File: src/rtl/vc_lock_allocator.sv
// vc_lock_allocator: one round-robin arbiter per (output port, VC), each
// choosing among N input ports. A winner locks its arbiter until it sends a
// tail (release), drops its request, or exceeds MAX_HOLD cycles while someone
// else waits. A blocked arbiter (on_off) grants nothing and freezes its state.
//
// Handshake: request is level-sensitive and one-hot over outputs per (i,j).
// A grant in a cycle means that flit is transferred in that cycle. There is no
// separate ready; on_off acts as the per-(output,VC) ready, active low.
// release_tail is only honoured for the input that wins the arbiter that cycle.
//
// The locked output is the registered FSM state of every arbiter.
module vc_lock_allocator #(
   parameter int N        = 5,
   parameter int M        = 4,
   parameter int SIZE     = 5,
   parameter int MAX_HOLD = 16,
   parameter int OUT_REG  = 0
) (
   input  logic                  clk,
   input  logic                  reset,
   input  logic [N*M*SIZE-1:0]   request,
   input  logic [N*M-1:0]        release_tail,
   input  logic [SIZE*M-1:0]     on_off,
   output logic [N*M-1:0]        grant,
   output logic [N*M*SIZE-1:0]   grant_oh,
   output logic [SIZE*M-1:0]     locked
);

   localparam int OW = (N > 1) ? $clog2(N) : 1;
   localparam int CW = (MAX_HOLD > 0) ? $clog2(MAX_HOLD + 1) : 1;
   localparam logic [CW-1:0] HOLD_LAST = CW'(MAX_HOLD - 1);
   localparam logic [CW-1:0] CNT_MAX   = '1;

   typedef enum logic {IDLE, LOCKED} st_t;

   // Packed views so that [i][j][k] indexing matches the flat port layout.
   logic [N-1:0][M-1:0][SIZE-1:0] req_a;
   logic [N-1:0][M-1:0]            rel_a;
   logic [SIZE-1:0][M-1:0]         on_a;
   logic [N-1:0][M-1:0][SIZE-1:0] gnt_c;
   logic [N-1:0][M-1:0][SIZE-1:0] gnt_v;
   logic [N-1:0][M-1:0][SIZE-1:0] goh_a;
   logic [N-1:0][M-1:0]            grant_a;
   logic [SIZE-1:0][M-1:0]         locked_a;

   st_t           st_q    [SIZE][M];
   st_t           st_n    [SIZE][M];
   logic [OW-1:0] owner_q [SIZE][M];
   logic [OW-1:0] owner_n [SIZE][M];
   logic [OW-1:0] ptr_q   [SIZE][M];
   logic [OW-1:0] ptr_n   [SIZE][M];
   logic [CW-1:0] cnt_q   [SIZE][M];
   logic [CW-1:0] cnt_n   [SIZE][M];

   assign req_a = request;
   assign rel_a = release_tail;
   assign on_a  = on_off;

   // Per-arbiter effective request, round-robin winner, grant and next state.
   always_comb begin : arb_comb
      logic [N-1:0]  req_v;
      logic [N-1:0]  eff;
      logic [N-1:0]  others;
      logic          found;
      logic [OW-1:0] w;
      int            t;
      gnt_c  = '0;
      req_v  = '0;
      eff    = '0;
      others = '0;
      found  = 1'b0;
      w      = '0;
      t      = 0;
      st_n    = st_q;
      owner_n = owner_q;
      ptr_n   = ptr_q;
      cnt_n   = cnt_q;
      for (int k = 0; k < SIZE; k++) begin
         for (int j = 0; j < M; j++) begin
            for (int i = 0; i < N; i++) begin
               req_v[i] = req_a[i][j][k];
            end
            // A live lock narrows the search to the owner; a dead one falls
            // back to the full vector so a new winner is picked this cycle.
            eff = req_v;
            if (st_q[k][j] == LOCKED && req_v[owner_q[k][j]]) begin
               eff = '0;
               eff[owner_q[k][j]] = 1'b1;
            end
            found = 1'b0;
            w     = '0;
            for (int off = 1; off <= N; off++) begin
               t = int'(ptr_q[k][j]) + off;
               if (t >= N) t = t - N;
               if (!found && eff[OW'(t)]) begin
                  found = 1'b1;
                  w     = OW'(t);
               end
            end
            others    = req_v;
            others[w] = 1'b0;
            if (!on_a[k][j]) begin
               if (found) begin
                  gnt_c[w][j][k] = 1'b1;
                  ptr_n[k][j]    = w;
                  if (rel_a[w][j]) begin
                     st_n[k][j]  = IDLE;
                     cnt_n[k][j] = '0;
                  end else if (MAX_HOLD != 0 && cnt_q[k][j] == HOLD_LAST && |others) begin
                     st_n[k][j]  = IDLE;
                     cnt_n[k][j] = '0;
                  end else begin
                     st_n[k][j]    = LOCKED;
                     owner_n[k][j] = w;
                     cnt_n[k][j]   = (cnt_q[k][j] == CNT_MAX) ? cnt_q[k][j]
                                                              : cnt_q[k][j] + 1'b1;
                  end
               end else begin
                  st_n[k][j]  = IDLE;
                  cnt_n[k][j] = '0;
               end
            end
         end
      end
   end

   // Arbiter state registers; reset makes input 0 the first winner everywhere.
   always_ff @(posedge clk) begin
      if (reset) begin
         for (int k = 0; k < SIZE; k++) begin
            for (int j = 0; j < M; j++) begin
               st_q[k][j]    <= IDLE;
               owner_q[k][j] <= '0;
               ptr_q[k][j]   <= OW'(N - 1);
               cnt_q[k][j]   <= '0;
            end
         end
      end else begin
         st_q    <= st_n;
         owner_q <= owner_n;
         ptr_q   <= ptr_n;
         cnt_q   <= cnt_n;
      end
   end

   // No grants leave the block while reset is held.
   assign gnt_v = reset ? '0 : gnt_c;

   generate
      if (OUT_REG != 0) begin : g_out_reg
         logic [N-1:0][M-1:0][SIZE-1:0] gnt_q;
         // Registered grant stage: same grants, one cycle later.
         always_ff @(posedge clk) begin
            if (reset) gnt_q <= '0;
            else       gnt_q <= gnt_v;
         end
         assign goh_a = gnt_q;
      end else begin : g_out_comb
         assign goh_a = gnt_v;
      end
   endgenerate

   // Per input VC grant summary and per arbiter lock status.
   always_comb begin
      grant_a  = '0;
      locked_a = '0;
      for (int i = 0; i < N; i++) begin
         for (int j = 0; j < M; j++) begin
            grant_a[i][j] = |goh_a[i][j];
         end
      end
      for (int k = 0; k < SIZE; k++) begin
         for (int j = 0; j < M; j++) begin
            locked_a[k][j] = (st_q[k][j] == LOCKED);
         end
      end
   end

   assign grant_oh = goh_a;
   assign grant    = grant_a;
   assign locked   = locked_a;

endmodule

File: config.mk
export PLATFORM = sky130hd
export DESIGN_NAME = vc_lock_allocator
export DESIGN_NICKNAME = d
export VERILOG_FILES = /design/src/rtl/vc_lock_allocator.sv
export SDC_FILE = /design/constraint.sdc
export NUM_CORES = 2
export LEC_CHECK = 0
export ABC_AREA = 1
export BUFFER_PORTS_ARGS = -buffer_cell sky130_fd_sc_hd__buf_4
export CAP_MARGIN = 20
export CORE_UTILIZATION = 30
export CTS_CLUSTER_DIAMETER = 200
export DETAILED_ROUTE_END_ITERATION = 12
export PLACE_DENSITY_LB_ADDON = 0.15
export SYNTH_ARGS = -nofsm -noshare
export SYNTH_HDL_FRONTEND = slang
export SYNTH_SLANG_ARGS = --single-unit
File: constraint.sdc
create_clock -name clk -period 8.7 [get_ports clk]
set_clock_uncertainty 0.2 [all_clocks]
set_input_delay 1.74 -clock clk [delete_from_list [all_inputs] [get_ports clk]]
set_output_delay 1.74 -clock clk [all_outputs]
set_load 0.05 [all_outputs]
==> results.md <==
* Max clock buf depth at 3
* RSZ-0062 raised after global routing: false
* CTS root buf: clkbuf_16
* Leading area contributor after synthesis: nand2_1
* Crit path capture type: output pin
* Reg2reg end: owner_q[1]
* Async SR Flop Fraction at 0
* Die X at 347 um
* Worst Hold End: cnt_q[28]
* Hold Startpoint: cnt_q[28]
* Final RePlAce weighted congestion at 0.925
* WL final at 120000 um
* WL/cell at 14.5 um
* Clk sink count at 240
* H-tree Lvls at 2
* Slew @ Worst Pin at 0.911 ns
* Req. time, crit path at 6.76 ns
* Starting Density at 0.303
* Vias in the first global route at 36900
* Remaining DRCs at 0
* Endpoints failing setup at 0
* Top FF cell, synth: dfxtp_1
* Synthesized area at 35700 um^2
* Core ar. at 118000 um^2
* Worst EP arrival at 5.63 ns
* DRT antenna net count at 0
* Reg2reg start: ptr_q[0]
* Min-Delay Path Depth at 2
* Fill count at 13200
* Die Y at 347 um
* Period minus WS final at 7.57 ns
* Final nets at 7121
* Fin crit share at 0.870
* Setup crit start kind: flop
* Initial DRC count at 2491
* Outcome: finished, final reports clean
* Largest net degree at the start of global routing at 66
* Final hold violations at 0
* YS warnings at 0
* TritonCTS clock tree: done
* CTS Hold Buffers Added at 0
* Reg2reg path depth at 31
* Slew margin rel. at 0.393
* Share of layout cells above drive strength 1 at 0.112
* Initial antenna violation count at 7
* Crit path max fanout at 11
* Die ar. at 121000 um^2
* Flop2flop setup slack at 3.75 ns
* Area share of the largest cell type after synthesis at 0.206
* Dpl hpwl at 97000 um
* Rows at 126
* Post-route cell area at 40900 um^2
* Vias per std cell at 4.87
* Buffer count from post-CTS setup fixing at 0
* Post-synth EDFFs at 0
* Hold crit path type: reg2reg
* WHS at 0.256 ns
* Cts repair resizes at 0
* Port Buffers at 281
* Num ports at 282
* Synth area leaders: nand2_1 (21%), dfxtp_1 (13%), nand3_1 (12%)
* Clock Latency Late Sink at 0.58 ns
* Yosys cell types at 64
* Register area share after synthesis at 0.134
* Dpl cell area at 39500 um^2
* Syn Nets at 6864
* Worst setup path class: reg2out
* Max Freq at 0.132 GHz
* Mapped Cells at 6445
* CTS Buf Count at 40
* Mean Syn Cell Area at 5.54 um^2
* Max-cap violations at 0
* Slew Viols, Final at 0
* Via count at 40300
* First-pass GRT wire length at 192000 um
* Total Routing Usage GR at 0.192
* TNS Setup at 0 ns
* Area grow syn2layout at 14.3%
* Worst-path clk slew at 0.05 ns
* Pre-antenna DRT Iters at 6
* Total gr overflow at 0
* Register bit total from synthesis at 240
[placed cells by master (no fill, tap or decap), types with 11 or more instances in the layout]
master,count
a21oi_1,145
a31oi_1,11
buf_4,282
clkbuf_16,41
dfxtp_1,240
fa_1,20
ha_1,257
inv_1,923
inv_2,68
nand2_1,1962
nand2_2,89
nand2_4,18
nand3_1,835
nand3_2,54
nand3b_1,62
nand4_1,168
nand4_2,14
nor2_1,816
nor2_2,44
nor2_4,26
nor3_1,57
nor3_2,19
nor4_1,19
o211ai_1,33
o21ai_0,224
o21ai_1,29
o21ai_2,16
o22ai_1,41
xor2_1,87
[worst max-delay path, cell delays in order, from the launching register on]
cell and delay (ns):
dfxtp_1 0.60, clkinv_1 0.37, ha_1 0.31, ha_1 0.32
o21ai_0 0.09, nand2_1 0.11, o21ai_0 0.45, inv_1 0.16
nand2_1 0.10, nand3_1 0.08, nand3_1 0.21, nand3_1 0.15
nor2_2 0.18, inv_1 0.07, o21ai_1 0.35, nor2_1 0.09
inv_1 0.18, nor2_1 0.09, nor4_1 0.69, o21ai_0 0.20
buf_4 0.24
[cell families (layout without fill, tap and decap cells)]
| kind of cell | after synthesis | in the layout | share of synthesized area |
|---|---|---|---|
| simple gates | 4213 | 4213 | 0.535 |
| buf+inv | 1068 | 1354 | 0.114 |
| compound gates | 548 | 548 | 0.0897 |
| fa+ha+maj | 277 | 277 | 0.101 |
| flops | 240 | 240 | 0.134 |
| xor+xnor | 99 | 99 | 0.0257 |
| other cells | 0 | 3 | 0 |
[final cells by class]
cell class	instances	area, um^2	share of cell area
flip-flops and latches	240	4800	0.118
well taps	1536	1920	0.0470
multi-input cells	5137	26800	0.657
inverters	1000	3760	0.0920
repair buffers	283	2140	0.0523
clock inverters	21	278	0.00680
clock buffers	50	1110	0.0272
diodes	3	7.51	0.000184
[worst max path at each step]
stage | startpoint | end | slack, ns | cells after the start
3_3_place_gp | request[38] | grant[3] | 1.44 | 22
4_1_cts | ptr_q[12] | grant[3] | 1.01 | 20
2_1_floorplan | request[35] | grant[15] | 1.68 | 21
3_5_place_dp | request[38] | grant[3] | 1.39 | 22
5_1_grt | ptr_q[12] | grant[3] | 0.65 | 20
6_report | ptr_q[12] | grant[3] | 1.13 | 20
[synth_stat cells (all sizes together) (20+ instances only)]
cell type / count
dfxtp: 240
nand3: 892
ha: 257
buf: 53
inv: 992
xor2: 94
nand3b: 62
nand4: 188
nand2: 2069
nor2: 887
fa: 20
o211ai: 41
o21ai: 272
o22ai: 41
nor3: 77
a21oi: 156
[metal layers]
| layer | vias up | GRT usage | part of all wire | wire [um] |
|---|---|---|---|---|
| li1 | 21200 | - | - | - |
| met1 | 18100 | 0.268 | 0.49 | 59200 |
| met2 | 840 | 0.315 | 0.45 | 53500 |
| met3 | 119 | 0.0213 | 0.047 | 5600 |
| met4 | 2 | 0.0405 | 0.016 | 1950 |
| met5 | - | 0 | 0.000058 | 7 |
[metrics by stage]
step | instances | setup slack, ns | utilization
floorplan | 6445 | 1.68 | -
global placement | 8196 | 1.44 | 0.334
detailed placement | 8196 | 1.39 | 0.334
CTS | 8267 | 1.01 | 0.346
global route | 8268 | 0.645 | 0.346
finish | 8270 | 1.13 | 0.346
[state kept, by name, indices dropped and copies added (netlist names)]
name	count
cnt_q	100
owner_q	60
locked	20
ptr_q	60
Power is left out: the tool's default activity adds up to more than one toggle a clock period on the data nets, which glitch-free logic cannot reach.
